**config.mk**
```make
export PLATFORM = sky130hd
export DESIGN_NAME = axi_sram_slave
export DESIGN_NICKNAME = d
export VERILOG_FILES = /design/src/rtl/axi_slv_pkg.sv /design/src/rtl/axi_slv_addr_gen.sv /design/src/rtl/axi_sram_slave.sv
export SDC_FILE = /design/constraint.sdc
export NUM_CORES = 1
export LEC_CHECK = 0
export CAP_MARGIN = 30
export CELL_PAD_IN_SITES_DETAIL_PLACEMENT = 0
export CELL_PAD_IN_SITES_GLOBAL_PLACEMENT = 1
export CORE_UTILIZATION = 24
export DETAILED_ROUTE_END_ITERATION = 8
export GPL_TIMING_DRIVEN = 0
export PLACE_DENSITY_LB_ADDON = 0.1
export SYNTH_ARGS = -nofsm -noshare
export SYNTH_HDL_FRONTEND = slang
export SYNTH_SLANG_ARGS = --single-unit
```
**constraint.sdc**
```tcl
create_clock -name ACLK -period 2.8 [get_ports ACLK]
set_input_delay 0.56 -clock ACLK [delete_from_list [all_inputs] [get_ports ACLK]]
set_output_delay 0.56 -clock ACLK [all_outputs]
set_load 0.01 [all_outputs]
```
**src/rtl/axi_slv_pkg.sv**
```systemverilog
// Shared types and AXI encodings for the single-port SRAM AXI3 responder.
package axi_slv_pkg;

  typedef enum logic [2:0] {
    IDLE,
    R_ISSUE,
    R_WAIT,
    R_DATA,
    W_DATA,
    W_RESP
  } state_t;

  localparam logic [1:0] RESP_OKAY   = 2'b00;
  localparam logic [1:0] RESP_SLVERR = 2'b10;
  localparam logic [1:0] RESP_DECERR = 2'b11;

  localparam logic [1:0] BURST_FIXED = 2'b00;
  localparam logic [1:0] BURST_INCR  = 2'b01;

  localparam logic [2:0] SIZE_WORD = 3'b010;

  // Decode error outranks a slave error when both apply to a burst.
  function automatic logic [1:0] resp_code(input logic err, input logic oor);
    if (oor)
      return RESP_DECERR;
    else if (err)
      return RESP_SLVERR;
    return RESP_OKAY;
  endfunction

endpackage

```
**src/rtl/axi_slv_addr_gen.sv**
```systemverilog
// Burst word-address and beat counter; AXI_SLV_OOR_CHECK_EN adds top-of-memory crossing detection.
module axi_slv_addr_gen
  import axi_slv_pkg::*;
#(
  parameter int unsigned MEM_AW = 14
) (
  input  logic              clk,
  input  logic              rst_n,
  input  logic              load,
  input  logic              advance,
  input  logic [MEM_AW-1:0] load_addr,
  input  logic [3:0]        load_len,
  input  logic [1:0]        load_burst,
  input  logic              load_oor,
  output logic [MEM_AW-1:0] addr,
  output logic [3:0]        count,
  output logic              last,
  output logic              oor
);

  logic [3:0] len;
  logic [1:0] burst;

  always_ff @(posedge clk) begin
    if (!rst_n) begin
      addr  <= '0;
      count <= '0;
      len   <= '0;
      burst <= '0;
      oor   <= 1'b0;
    end else if (load) begin
      addr  <= load_addr;
      count <= '0;
      len   <= load_len;
      burst <= load_burst;
      oor   <= load_oor;
    end else if (advance) begin
      count <= count + 4'd1;
      if (burst == BURST_INCR)
        addr <= addr + MEM_AW'(1);
`ifdef AXI_SLV_OOR_CHECK_EN
      // Stepping past the last word poisons this and every later beat.
      if (burst == BURST_INCR && addr == '1)
        oor <= 1'b1;
`endif
    end
  end

  assign last = (count == len);

endmodule

```
**src/rtl/axi_sram_slave.sv**
```systemverilog
// AXI3 slave port terminating onto a single-port synchronous SRAM, one burst at a time.
// Define AXI_SLV_OOR_CHECK_EN to return DECERR for addresses beyond the SRAM.
module axi_sram_slave
  import axi_slv_pkg::*;
#(
  parameter int unsigned IDS_W  = 8,
  parameter int unsigned ADDR_W = 32,
  parameter int unsigned DATA_W = 32,
  parameter int unsigned MEM_AW = 14,
  localparam int unsigned STRB_W = DATA_W / 8
) (
  input  logic              ACLK,
  input  logic              ARESETn,
  input  logic [IDS_W-1:0]  AWID,
  input  logic [ADDR_W-1:0] AWADDR,
  input  logic [3:0]        AWLEN,
  input  logic [2:0]        AWSIZE,
  input  logic [1:0]        AWBURST,
  input  logic              AWVALID,
  output logic              AWREADY,
  input  logic [DATA_W-1:0] WDATA,
  input  logic [STRB_W-1:0] WSTRB,
  input  logic              WLAST,
  input  logic              WVALID,
  output logic              WREADY,
  output logic [IDS_W-1:0]  BID,
  output logic [1:0]        BRESP,
  output logic              BVALID,
  input  logic              BREADY,
  input  logic [IDS_W-1:0]  ARID,
  input  logic [ADDR_W-1:0] ARADDR,
  input  logic [3:0]        ARLEN,
  input  logic [2:0]        ARSIZE,
  input  logic [1:0]        ARBURST,
  input  logic              ARVALID,
  output logic              ARREADY,
  output logic [IDS_W-1:0]  RID,
  output logic [DATA_W-1:0] RDATA,
  output logic [1:0]        RRESP,
  output logic              RLAST,
  output logic              RVALID,
  input  logic              RREADY,
  output logic              sram_cs,
  output logic [STRB_W-1:0] sram_we,
  output logic [MEM_AW-1:0] sram_addr,
  output logic [DATA_W-1:0] sram_din,
  input  logic [DATA_W-1:0] sram_dout
);

  state_t            state, state_nxt;
  logic              prio;
  logic [IDS_W-1:0]  id_q;
  logic              err_q;
  logic [DATA_W-1:0] rdata_q;

  logic              ar_sel, aw_sel, load, advance, w_mismatch;
  logic [MEM_AW-1:0] ld_addr;
  logic [3:0]        ld_len;
  logic [2:0]        ld_size;
  logic [1:0]        ld_burst;
  logic [IDS_W-1:0]  ld_id;
  logic              ld_err, ld_oor;
  logic              last, oor, bad;
  logic [3:0]        beat_count;
  logic              unused_bits;

  assign ar_sel = ARESETn && (state == IDLE) && ARVALID && (!AWVALID || !prio);
  assign aw_sel = ARESETn && (state == IDLE) && AWVALID && (!ARVALID || prio);

  assign ld_addr  = ar_sel ? ARADDR[MEM_AW+1:2] : AWADDR[MEM_AW+1:2];
  assign ld_len   = ar_sel ? ARLEN   : AWLEN;
  assign ld_size  = ar_sel ? ARSIZE  : AWSIZE;
  assign ld_burst = ar_sel ? ARBURST : AWBURST;
  assign ld_id    = ar_sel ? ARID    : AWID;
  assign ld_err   = (ld_size != SIZE_WORD) ||
                    (ld_burst != BURST_FIXED && ld_burst != BURST_INCR);
`ifdef AXI_SLV_OOR_CHECK_EN
  assign ld_oor = ar_sel ? (|ARADDR[ADDR_W-1:MEM_AW+2]) : (|AWADDR[ADDR_W-1:MEM_AW+2]);
`else
  assign ld_oor = 1'b0;
`endif

  assign unused_bits = ^{AWADDR[ADDR_W-1:MEM_AW+2], AWADDR[1:0],
                         ARADDR[ADDR_W-1:MEM_AW+2], ARADDR[1:0], beat_count};

  axi_slv_addr_gen #(
    .MEM_AW(MEM_AW)
  ) u_addr_gen (
    .clk       (ACLK),
    .rst_n     (ARESETn),
    .load      (load),
    .advance   (advance),
    .load_addr (ld_addr),
    .load_len  (ld_len),
    .load_burst(ld_burst),
    .load_oor  (ld_oor),
    .addr      (sram_addr),
    .count     (beat_count),
    .last      (last),
    .oor       (oor)
  );

  assign bad   = err_q || oor;
  assign RID   = id_q;
  assign BID   = id_q;
  assign RDATA = rdata_q;
  assign RRESP = resp_code(err_q, oor);
  assign BRESP = resp_code(err_q, oor);

  // Everything combinational is held low while ARESETn is asserted so an
  // in-flight write beat cannot reach the SRAM on the reset edge.
  always_comb begin
    state_nxt  = state;
    AWREADY    = 1'b0;
    ARREADY    = 1'b0;
    WREADY     = 1'b0;
    BVALID     = 1'b0;
    RVALID     = 1'b0;
    RLAST      = 1'b0;
    sram_cs    = 1'b0;
    sram_we    = '0;
    sram_din   = '0;
    load       = 1'b0;
    advance    = 1'b0;
    w_mismatch = 1'b0;
    if (ARESETn) begin
      case (state)
        IDLE: begin
          ARREADY = ar_sel;
          AWREADY = aw_sel;
          load    = ar_sel || aw_sel;
          if (ar_sel)
            state_nxt = R_ISSUE;
          else if (aw_sel)
            state_nxt = W_DATA;
        end
        R_ISSUE: begin
          sram_cs   = !bad;
          state_nxt = R_WAIT;
        end
        R_WAIT: state_nxt = R_DATA;
        R_DATA: begin
          RVALID = 1'b1;
          RLAST  = last;
          if (RREADY) begin
            if (last) begin
              state_nxt = IDLE;
            end else begin
              advance   = 1'b1;
              state_nxt = R_ISSUE;
            end
          end
        end
        W_DATA: begin
          WREADY = 1'b1;
          if (WVALID) begin
            sram_cs  = !bad;
            sram_we  = bad ? '0 : WSTRB;
            sram_din = WDATA;
            if (WLAST || last) begin
              w_mismatch = (WLAST != last);
              state_nxt  = W_RESP;
            end else begin
              advance = 1'b1;
            end
          end
        end
        W_RESP: begin
          BVALID = 1'b1;
          if (BREADY)
            state_nxt = IDLE;
        end
        default: state_nxt = IDLE;
      endcase
    end
  end

  always_ff @(posedge ACLK) begin
    if (!ARESETn) begin
      state   <= IDLE;
      prio    <= 1'b0;
      id_q    <= '0;
      err_q   <= 1'b0;
      rdata_q <= '0;
    end else begin
      state <= state_nxt;
      if (load) begin
        prio  <= ~prio;
        id_q  <= ld_id;
        err_q <= ld_err;
      end
      if (w_mismatch)
        err_q <= 1'b1;
      if (state == R_WAIT)
        rdata_q <= bad ? '0 : sram_dout;
    end
  end

endmodule

```
After elaboration in Yosys (flattened, before gate mapping)
Cells that the tools add are included. W data, S select, Z words.

Flip-flop bits (word level): 69. Input port bits: 174. Output and inout port bits: 109.

$add $sub $neg: 2. Equality and inequality tests: 15. Mux-type cells: 56. Bitwise logic cells: 2. Reduce and logical (&&, ||, !) cells: 23.

Operators by type and width (number): $mux W32 (4); $mux W14 (4); $mux W1 (29); $mux W3 (7); $mux W4 (5); $pmux W3 S6 (1); $add A14 B1 Y14 const B (1); $mux W8 (1); $ne A2 B2 Y1 const B (4); $reduce_bool A2 Y1 (4); $eq A3 B2 Y1 const B (2); $eq A3 B3 Y1 const B (2); $logic_and A1 B1 Y1 (6); $mux W2 (3); $logic_or A1 B1 Y1 (5); $reduce_and A5 Y1 (1); $add A4 B1 Y4 const B (1); $eq A4 B4 Y1 (1); $logic_not A1 Y1 (4); $pmux W1 S2 (2); $eq A3 B1 Y1 const B (1); $logic_not A3 Y1 (1); $ne A3 B2 Y1 const B (1); $ne A3 B3 Y1 const B (1); 6 further kinds (7).

Logic depth before layout (Yosys ltp)
Gate-level depths: netlist of run 1.

Depth after elaboration: 10. Depth in mapped cells: 9.

By module
Synthesis of run 1 repeated with hierarchy kept, for this count alone.

Cell total of the unflattened synthesis: 455. Area, all modules: 3783.6 µm².

By module, submodules not included: axi_sram_slave (times used 1, cells an instance 319, area an instance 2523.7 µm², sequential area each 900.9 µm²); axi_slv_addr_gen (times used 1, cells an instance 136, area an instance 1260.0 µm², sequential area each 500.5 µm²).

Worst setup path before layout of run 1
OpenSTA, ideal clock, no wires.

Path type: input to output. Start point: input AWVALID. End point: output ARREADY. Data arrival time: 1.583 ns. Required time: 2.240 ns. Slack: 0.657 ns. Stages on the path: 6. Path buffers: 3. Cell sequence: clkbuf_1 -> a21boi_1 -> buf_2 -> nand2_2 -> buf_2 -> inv_2.

Cells in the longest elaborated chain, start to end: 5.

Ends and longest elaborated chain: start: declaration (line axi_sram_slave.sv:19) `input logic AWVALID,`; $logic_not A1 Y1 (line axi_sram_slave.sv:67) `assign ar_sel = ARESETn && (state == IDLE) && ARVALID && (!AWVALID || !prio);`; $logic_or A1 B1 Y1 (line axi_sram_slave.sv:67); $logic_and A1 B1 Y1 (line axi_sram_slave.sv:67); $mux W1 (line axi_sram_slave.sv:127) `case (state)`; $mux W1 (line axi_sram_slave.sv:126) `if (ARESETn) begin`; end: declaration (line axi_sram_slave.sv:36) `output logic ARREADY,`.

No other way between the ends.

Worst setup path after layout of run 1
Start point: input ARESETn. End point: output sram_din[5].

Cells in the longest elaborated chain, start to end: 1.

Ends and longest elaborated chain: start: declaration (line axi_sram_slave.sv:13) `input logic ARESETn,`; $mux W32 (line axi_sram_slave.sv:126); end: declaration (line axi_sram_slave.sv:46) `output logic [DATA_W-1:0] sram_din,`.

No other way between the ends.

==> summary.md, run 1 <==
| Metric | Value |
|---|---|
| Outcome | `complete, no violations` |
| Vias per cell | `approximately 4.7` |
| Hold slack final | `between 0.4 and 0.5 ns` |
| IO Port Bufs | `about 240` |
| Die height | `130 um` |
| Drc violations | `0` |
| I/O pins | `~280` |
| Leakage | `approximately 0.0027 uW` |
| Yosys top cell area share | `about a third` |
| Total GRT Usage | `approximately 18%` |
| # fillers | `~1600` |
| Worst Setup Start Kind | `primary input` |
| Fraction of registers with async set/reset | `0%` |
| WP data arrival | `2.16 ns` |
| Initial DRC Count | `235` |
| Core Rows | `46` |
| Leading post-synthesis cells by cell area | `dfxtp_1 35%, nand3b_1 6.1%, nand2_1 5.6%, and3_1 5.6%, a21boi_1 4.4%` |
| Instance count of the mapped netlist | `479` |
| Sequential area share after synthesis | `35.0%` |
| Number of global-route vias before repair | `between 4000 and 5000` |
| CTS Sinks | `69` |
| Fin nets | `~910` |
| Wirelength per Cell | `around 16 um` |
| Setup ws final | `between 0.08 and 0.09 ns` |
| Clk_skew | `0.00687 ns` |
| # setup viols final | `0` |
| Worst-path clk slew | `roughly 0.05 ns` |
| Crit-path slowest cell | `clkdlybuf4s50_1` |
| Total Wirelength | `15200 um` |
| Root Driver | `clkbuf_16` |
| Die width | `130 um` |
| Most used DFF post-synth | `dfxtp_1` |
| Starting Density | `about a quarter` |
| Register bit total from synthesis | `69` |
| CTS tree | `built` |
| Critical Path RT | `approximately 2.2 ns` |
| Max IR drop VDD | `approximately 0.00031 V` |
| Htree depth | `3` |
| CTS Buffer Depth | `2` |
| Ant. Diodes | `0` |
| Worst path bufs/invs | `4` |
| Post-synth top area cell | `dfxtp_1` |
| Layout area overhead | `77.6%` |
| Antenna violations before repair | `0` |
| Period utilisation layout | `97.1%` |
| Yosys Warn Count | `0` |
| Max Clk Rate | `~370 MHz` |
| Synth Area per Inst | `slightly above 8 um^2` |
| Pin count of the biggest net entering global routing | `11` |
| Maximum capacitance violations | `0` |
| Final hold violations | `0` |
| Vias | `between 4000 and 5000` |
| Power density over cell area | `between 500 and 600 nW/um^2` |
| CTS buffer count | `9` |
| Slew headroom | `between 50% and 60%` |
| DRT Pass-1 Iters | `4` |
| Footprint of the multi-input gates | `around 2300 um^2` |
| Post-layout util | `a little over two fifths` |
| Slowest cell delay on critical path | `approximately 0.57 ns` |
| Routability Congestion | `between 0.7 and 0.8` |
| Layout cells sized above 1 | `approximately 8.6%` |
| Post-synthesis cell area | `3940 um^2` |
| Hold_buf cts | `0` |
| Detail Route Antenna Nets | `0` |
| Dpl ws | `-0.920 ns` |
| EDFF count, synth | `0` |
| Grt total ovfl | `0` |
| Reg area | `1380 um^2` |
| Critical path class | `in -> out` |
| Core area | `between 15000 and 20000 um^2` |
| Critical Path Fanout Max | `10` |
| Hold crit path type | `reg -> reg` |
| Top cell family by delay on the critical path | `buffers and inverters` |
| Slew @ Worst Pin | `between 0.6 and 0.7 ns` |
| Die Area | `roughly 17000 um^2` |
| First-pass GRT wire length | `roughly 23000 um` |
| DP HPWL | `between 10000 and 15000 um` |
| CP endpoint kind | `output pin` |
| Final min period | `between 2 and 3 ns` |
| Worst skew pair latency | `around 0.34 ns` |
| Max-slew violations | `0` |
| Yosys cell types | `61` |
| Critical path, cell by cell | `clkdlybuf4s15_2 > and4bb_1 > buf_4 > clkbuf_2 > and3_1 > clkdlybuf4s50_1` |
==> final timing paths <==
kind                       start                   to  slack (ns)  cells after the start
max                      ARESETn          sram_din[5]        0.08                      6
min                    RDATA[28]            RDATA[28]        0.44                      2
max reg2reg  u_addr_gen.count[0]  u_addr_gen.addr[12]        0.38                      9
min reg2reg            RDATA[28]            RDATA[28]        0.44                      2
==> cells in the mapped netlist (3+ instances only) <==
library cell  count
nand4_1           5
inv_1             6
nor2_1           17
and3_1           35
nor3_1            3
o221a_1           3
a32oi_1           3
o21ai_1          19
a21oi_1          10
ha_1              3
or4_1             3
mux2_2           10
nand2_1          59
a21boi_0         11
o31ai_1           4
a21boi_1         23
xnor2_1           6
or3_1             6
nand3b_1         32
mux2i_1          10
nand2b_1          4
buf_4            14
nand3_1          21
nor3b_1           4
o21ai_0           9
buf_2             4
clkbuf_1         30
a31oi_1          11
dfxtp_1          69
a31o_1            7
==> per-layer routing <==
metal	part of all wire, %	global-route usage [%]	wire, um
met5	0	0	0
met3	7.6	3.85	1160
met4	0.97	4.92	148
met1	46	23.4	7020
met2	45	28.7	6890
==> state kept, by name, summed over array words and instances (netlist names) <==
signal            cells
RDATA                32
u_addr_gen.count      4
u_addr_gen.burst      2
state                 3
u_addr_gen.addr      14
BID                   8
prio                  1
u_addr_gen.len        4
err_q                 1
==> final cells by class <==
| cell class | count | share of cell area (%) |
|---|---|---|
| flip-flops and latches | 69 | 19.7 |
| inverters | 8 | 0.429 |
| multi-input cells | 352 | 32.6 |
| clock buffers | 15 | 3.68 |
| repair buffers | 245 | 35.0 |
| plain buffers | 51 | 4.24 |
| clock inverters | 1 | 0.429 |
| well taps | 216 | 3.86 |
==> logic make-up after synthesis <==
kind of cell               synth area share [%]
muxes                                      5.40
AOI/OAI and AO/OA                          20.3
other                                    0.0951
DFF                                        35.0
buffers and inverters                      7.46
and+or+nand+nor                            29.1
adders and majority gates                 0.952
xor gates and xnor gates                   1.56
==> metrics by stage <==
stage	power (uW)	TNS [ns]	std cells	instance area [um^2]
CTS	3810	0	957	6990
detailed placement	2640	-21.11	939	6650
floorplan	1930	0	480	3950
global placement	2620	-17.28	939	6650
global route	3980	-0.00570	957	7000
finish	3760	0	957	7000
==> cell usage in the layout, fill, tap and decap left out, drive strengths merged, types with 11 or more instances in the layout <==
master / instances
a21oi: 11
a31oi: 11
clkdlybuf4s50: 238
nand2: 60
a21boi: 34
nand3: 21
nor2: 17
clkbuf: 44
o21ai: 29
nand3b: 32
and3: 35
dfxtp: 69
buf: 24
==> worst min-delay path, cell delays in order, from the launching register on <==
cell,delay [ns]
dfxtp_1,0.30
nand2_1,0.05
a21boi_1,0.05
==> timing repair <==
item / CTS / global route
resized for setup: 23 / 4
gates cloned: 0 / 0
pin swaps: 0 / 0
setup endpoints to repair: 42 / 4
buffers inserted: 2 / 0
==> report_power, final <==
part | total, uW | switching, uW | internal [uW] | leakage, uW
logic | 1390 | 632 | 762 | 0.00197
registers | 1250 | 131 | 1110 | 0.000563
clock network | 1120 | 408 | 716 | 0.000138
Note: power is estimated with default switching activity, not from simulation.
==> run 2, diff against run 1 <==
- CORE_MARGIN: default -> 10
==> run 2 against run 1 <==
Non-clock buffer count increased by 2. Design area increased by 0.73%. Global-route usage decreased by 2.2 points. Worst setup slack improved by 0.0051 ns. Via count increased by 0.92%. Die area increased by 30%. Register-to-register slack about the same. Clock-buffer cell count decreased by 2. Hold slack improved by 0.0031 ns. Critical path type unchanged. Critical endpoint is now sram_we[3].
==> summary.md, run 2 (synthesized netlist as in run 1, its figures left out) <==
| Metric | Value |
|---|---|
| Hold slack final | `between 0.4 and 0.5 ns` |
| Max Clk Rate | `369 MHz` |
| Fin nets | `approximately 900` |
| Core Rows | `between 40 and 50` |
| Total Wirelength | `roughly 18000 um` |
| CTS Sinks | `69` |
| IO Port Bufs | `approximately 240` |
| Non-Filler Instances | `between 900 and 1000` |
| CTS buffer count | `9` |
| Reg2Reg Setup Slack | `between 0.3 and 0.4 ns` |
| Number of global-route vias before repair | `4575` |
| Wirelength per Cell | `roughly 18 um` |
| Core area | `16000 um^2` |
| Grt total ovfl | `0` |
| WP data arrival | `between 2 and 2.5 ns` |
| Leakage | `0.00275 uW` |
| # setup viols final | `0` |
| Power density over cell area | `approximately 550 nW/um^2` |
| Placed Instances | `939` |
| CTS tree | `built` |
| Period utilisation layout | `about 97%` |
| DRT Pass-1 Iters | `4` |
| Final hold violations | `0` |
| Hold crit path type | `reg -> reg` |
| Htree depth | `3` |
| Critical Path RT | `around 2.2 ns` |
| Detail Route Antenna Nets | `0` |
| Reg-to-reg endpoint | `u_addr_gen.addr[12]` |
| Maximum capacitance violations | `0` |
| Total power | `about 3900 uW` |
| Ant. Diodes | `0` |
| Total GRT Usage | `about 15%` |
| Dpl ws | `-0.930 ns` |
| Die width | `148 um` |
| Max IR drop VDD | `approximately 0.00034 V` |
| CP endpoint kind | `output pin` |
| Final min period | `approximately 2.7 ns` |
| Die height | `around 150 um` |
| Slew headroom | `approximately 57%` |
| Worst reg2reg path depth | `9` |
| Antenna violations before repair | `0` |
| Slew @ Worst Pin | `roughly 0.64 ns` |
| Most common cell after layout, fill and taps aside | `clkdlybuf4s50_1` |
| Worst-path clk slew | `0.06 ns` |
| Layout area overhead | `78.9%` |
| Critical path class | `in -> out` |
| Clk_skew | `0.00967 ns` |
| Die Area | `21900 um^2` |
| FF-to-FF Start | `u_addr_gen.count[0]` |
| Initial DRC Count | `206` |
| Vias per cell | `between 4 and 5` |
| First-pass GRT wire length | `26800 um` |
| Routability Congestion | `between 0.8 and 0.9` |
| CTS Buffer Depth | `2` |
| Worst skew pair latency | `approximately 0.35 ns` |
| Most frequent cells in the layout | `235 x clkdlybuf4s50_1, 69 x dfxtp_1, 59 x nand2_1` |
| Worst Setup Start Kind | `primary input` |
| Pin count of the biggest net entering global routing | `12` |
| Layout cells sized above 1 | `roughly 9.3%` |
| Setup ws final | `0.0869 ns` |
| I/O pins | `around 280` |
| Outcome | `complete, no violations` |
| Max-slew violations | `0` |
| Unrepaired setup endpoints after global routing | `no` |
| DP HPWL | `14100 um` |
| Number of flip-flops in the largest register | `32` |
| CP startpoint | `ARESETn` |
| Drc violations | `0` |
| Post-layout util | `approximately 44%` |
| Crit path to | `sram_we[3]` |
| Vias | `roughly 4500` |
| Starting Density | `about 25%` |
| Critical Path Fanout Max | `9` |
| Root Driver | `clkbuf_16` |
## run 2: cell types whose count changed in the layout (fill, tap and decap cells not counted), moves of 2 or more
| cell | delta |
|---|---|
| clkdlybuf4s50_1 | -3 |
| dlymetal6s2s_1 | +3 |
| buf_2 | +2 |
| clkbuf_8 | +2 |
| buf_4 | +2 |
| clkbuf_1 | -3 |
| clkbuf_2 | -3 |
## run 2: power by group
group	total [uW]	internal, uW	switching [uW]
clock network	1210	762	451
registers	1240	1110	127
logic	1420	771	647
total	3870	2650	1230
## run 2: how the worst min path moves through the flow
stage                        start             endpoint  slack (ns)  cells past startpoint
6_report                 RDATA[25]            RDATA[25]        0.45                      2
5_1_grt                  RDATA[29]            RDATA[29]        0.47                      2
4_1_cts                   RDATA[0]             RDATA[0]        0.45                      2
3_5_place_dp             RDATA[29]            RDATA[29]        0.44                      2
3_3_place_gp              RDATA[0]             RDATA[0]        0.44                      2
2_1_floorplan  u_addr_gen.burst[0]  u_addr_gen.burst[0]        0.44                      1
## run 2: layout make-up
cell class              instances  area (um^2)
inverters                       8         30.0
clock inverters                 3         42.5
repair buffers                247         2470
well taps                     216          270
clock buffers                  13          270
flip-flops and latches         69         1380
fillers                      1645         8950
plain buffers                  51          300
multi-input cells             352         2280
## run 2: repair_timing
item,in CTS,in global routing
pin swaps,0,0
setup endpoints to repair,42,23
gates cloned,0,0
setup buffers,4,0
resized for setup,21,13
hold buffers,0,0
## run 2: per-stage QoR
step                TNS (ns)  area (um^2)
CTS                        0         7030
detailed placement    -21.37         6650
floorplan                  0         3950
finish                     0         7050
global placement      -19.12         6650
global route               0         7050
## run 2: critical path: stages
cell             delay, ns
clkdlybuf4s15_2       0.28
and4bb_1              0.21
buf_4                 0.15
nand2_1               0.12
nor3b_1               0.23
clkdlybuf4s50_1       0.60
## run 2: routing by layer
metal / GRT usage (%) / wire (um) / up-vias
met5: 0 / 0 / -
met4: 4.41 / 184 / 0
met3: 4.98 / 1420 / 14
met2: 24.7 / 8230 / 160
met1: 19.4 / 7740 / 2088
li1: - / - / 2243
==> run 3, diff against run 2 <==
- CORE_UTILIZATION: 24 -> 43
- DONT_BUFFER_PORTS: default -> 1
- GPL_ROUTABILITY_DRIVEN: default -> 0
==> run 3 against run 2 <==
Clock skew fell by 0.0015 ns. Fmax rose by 4.2%. Die area fell by 39%. Total power fell by 18%. First-iteration DRC count rose by 33%. Worst setup slack improved by 0.11 ns. Global-route usage rose by 4.0 points. Sequential cell count did not move. Routed wire length fell by 19%. Critical path type unchanged. Critical endpoint is now ARREADY. Largest cell class is now multi-input combinational cells. Largest power group is now registers.
==> summary.md, run 3 (synthesized netlist as in run 1, its figures left out) <==
| Metric | Value |
|---|---|
| DRT Pass-1 Iters | `5` |
| TNS Setup | `0 ns` |
| Number of global-route vias before repair | `between 3000 and 4000` |
| Final hold violations | `0` |
| Max-slew violations | `0` |
| Die width | `approximately 120 um` |
| Pin count of the biggest net entering global routing | `13` |
| Power density over cell area | `~730 nW/um^2` |
| Max Clk Rate | `384 MHz` |
| Maximum capacitance violations | `0` |
| Worst Setup Start Kind | `primary input` |
| Htree depth | `3` |
| Ant. Diodes | `0` |
| Unrepaired setup endpoints after global routing | `no` |
| Vias per cell | `approximately 6` |
| First-pass GRT wire length | `just over 20000 um` |
| Post-CTS sizing | `0` |
| Total GRT Usage | `between 10% and 20%` |
| Setup Fix Bufs, Post-CTS | `0` |
| Core area | `roughly 8800 um^2` |
| Clk_skew | `around 0.0082 ns` |
| Critical Path RT | `between 2 and 2.5 ns` |
| Layout area overhead | `10.4%` |
| Number of cells on the worst hold path | `1` |
| CTS Sinks | `between 60 and 70` |
| FF-to-FF Start | `u_addr_gen.count[0]` |
| Worst skew pair latency | `~0.35 ns` |
| Post-layout util | `between 40% and 50%` |
| Fin nets | `between 600 and 700` |
| Initial DRC Count | `roughly 270` |
| Setup ws final | `just under 0.2 ns` |
| Max IR drop VDD | `slightly above 0.0003 V` |
| Critical Path Fanout Max | `10` |
| Outcome | `complete, no violations` |
| CTS Buffer Depth | `2` |
| Worst Hold End | `state[1]` |
| WP data arrival | `a little over 2 ns` |
| Die Area | `between 10000 and 15000 um^2` |
| I/O pins | `~280` |
| Worst-path clk slew | `0.07 ns` |
| Reg-to-reg endpoint | `u_addr_gen.addr[12]` |
| Vias | `~3600` |
| DP HPWL | `approximately 11000 um` |
| Starting Density | `44.8%` |
| Layout cells sized above 1 | `a little under an eighth` |
| Total Wirelength | `approximately 14000 um` |
| Leakage | `roughly 0.0017 uW` |
| Antenna violations before repair | `0` |
| CTS tree | `built` |
| Slew @ Worst Pin | `roughly 0.63 ns` |
| # setup viols final | `0` |
| Number of flip-flops in the largest register | `32` |
| Final min period | `2.60 ns` |
| CTS buffer count | `9` |
| Die height | `~120 um` |
| Reg2Reg Setup Slack | `0.42 ns` |
| Core Rows | `34` |
| Total power | `3170 uW` |
| Hold crit path type | `in -> reg` |
| Wirelength per Cell | `~23 um` |
| # fillers | `893` |
| Dpl ws | `0.147 ns` |
| Hold_buf cts | `0` |
| HP Start | `RREADY` |
| Most frequent cells in the layout | `69 x dfxtp_1, 59 x nand2_1, 35 x and3_1` |
| Slew headroom | `between 50 and 60%` |
| Critical path class | `in -> out` |
| Worst reg2reg path depth | `9` |
| Grt total ovfl | `0` |
| Drc violations | `0` |
| Period utilisation layout | `between 90 and 100%` |
| CP endpoint kind | `output pin` |
| Detail Route Antenna Nets | `0` |
| IO Port Bufs | `0` |
| Root Driver | `clkbuf_8` |
| Most common cell after layout, fill and taps aside | `dfxtp_1` |
==> run 3: worst max-delay path, stage by stage <==
cell	delay (ns)
clkbuf_1	0.16
a21boi_1	0.37
buf_2	0.34
nand2_2	0.21
buf_2	0.28
inv_2	0.11
==> run 3: worst max path at each step <==
stage,end,depth (start not counted),from
floorplan,ARREADY,6,AWVALID
detailed placement,ARREADY,6,AWVALID
global route,ARREADY,6,AWVALID
finish,ARREADY,6,AWVALID
CTS,ARREADY,5,state[2]
global placement,ARREADY,6,AWVALID
==> run 3: stage by stage <==
step	instances	instance area [um^2]	hold slack [ns]
6_report	607	4350	0.317
5_1_grt	607	4350	0.300
4_1_cts	604	4330	0.304
3_5_place_dp	588	4080	0.458
3_3_place_gp	588	4080	0.452
2_1_floorplan	480	3950	0.441
==> run 3: routing by layer <==
layer | share of wire, % | GRT usage, % | up-vias
li1 | - | - | 1757
met1 | 41 | 24.2 | 1668
met2 | 47 | 30.4 | 170
met3 | 11 | 7.65 | 14
met4 | 0.80 | 5.84 | 0
met5 | 0 | 0 | -
==> run 3: report_power, final <==
part           internal, uW  total, uW  switching (uW)
Combinational           350        854             503
Clock                   614       1020             403
Sequential             1110       1300             190
Total                  2080       3170            1100
==> run 3: layout make-up <==
type | instances | area, um^2 | area share (%)
inverters | 8 | 30.0 | 0.690
repair buffers | 3 | 22.5 | 0.518
plain buffers | 51 | 264 | 6.07
well taps | 108 | 135 | 3.11
clock inverters | 6 | 110 | 2.53
clock buffers | 10 | 138 | 3.16
multi-input cells | 352 | 2270 | 52.2
flip-flops and latches | 69 | 1380 | 31.8
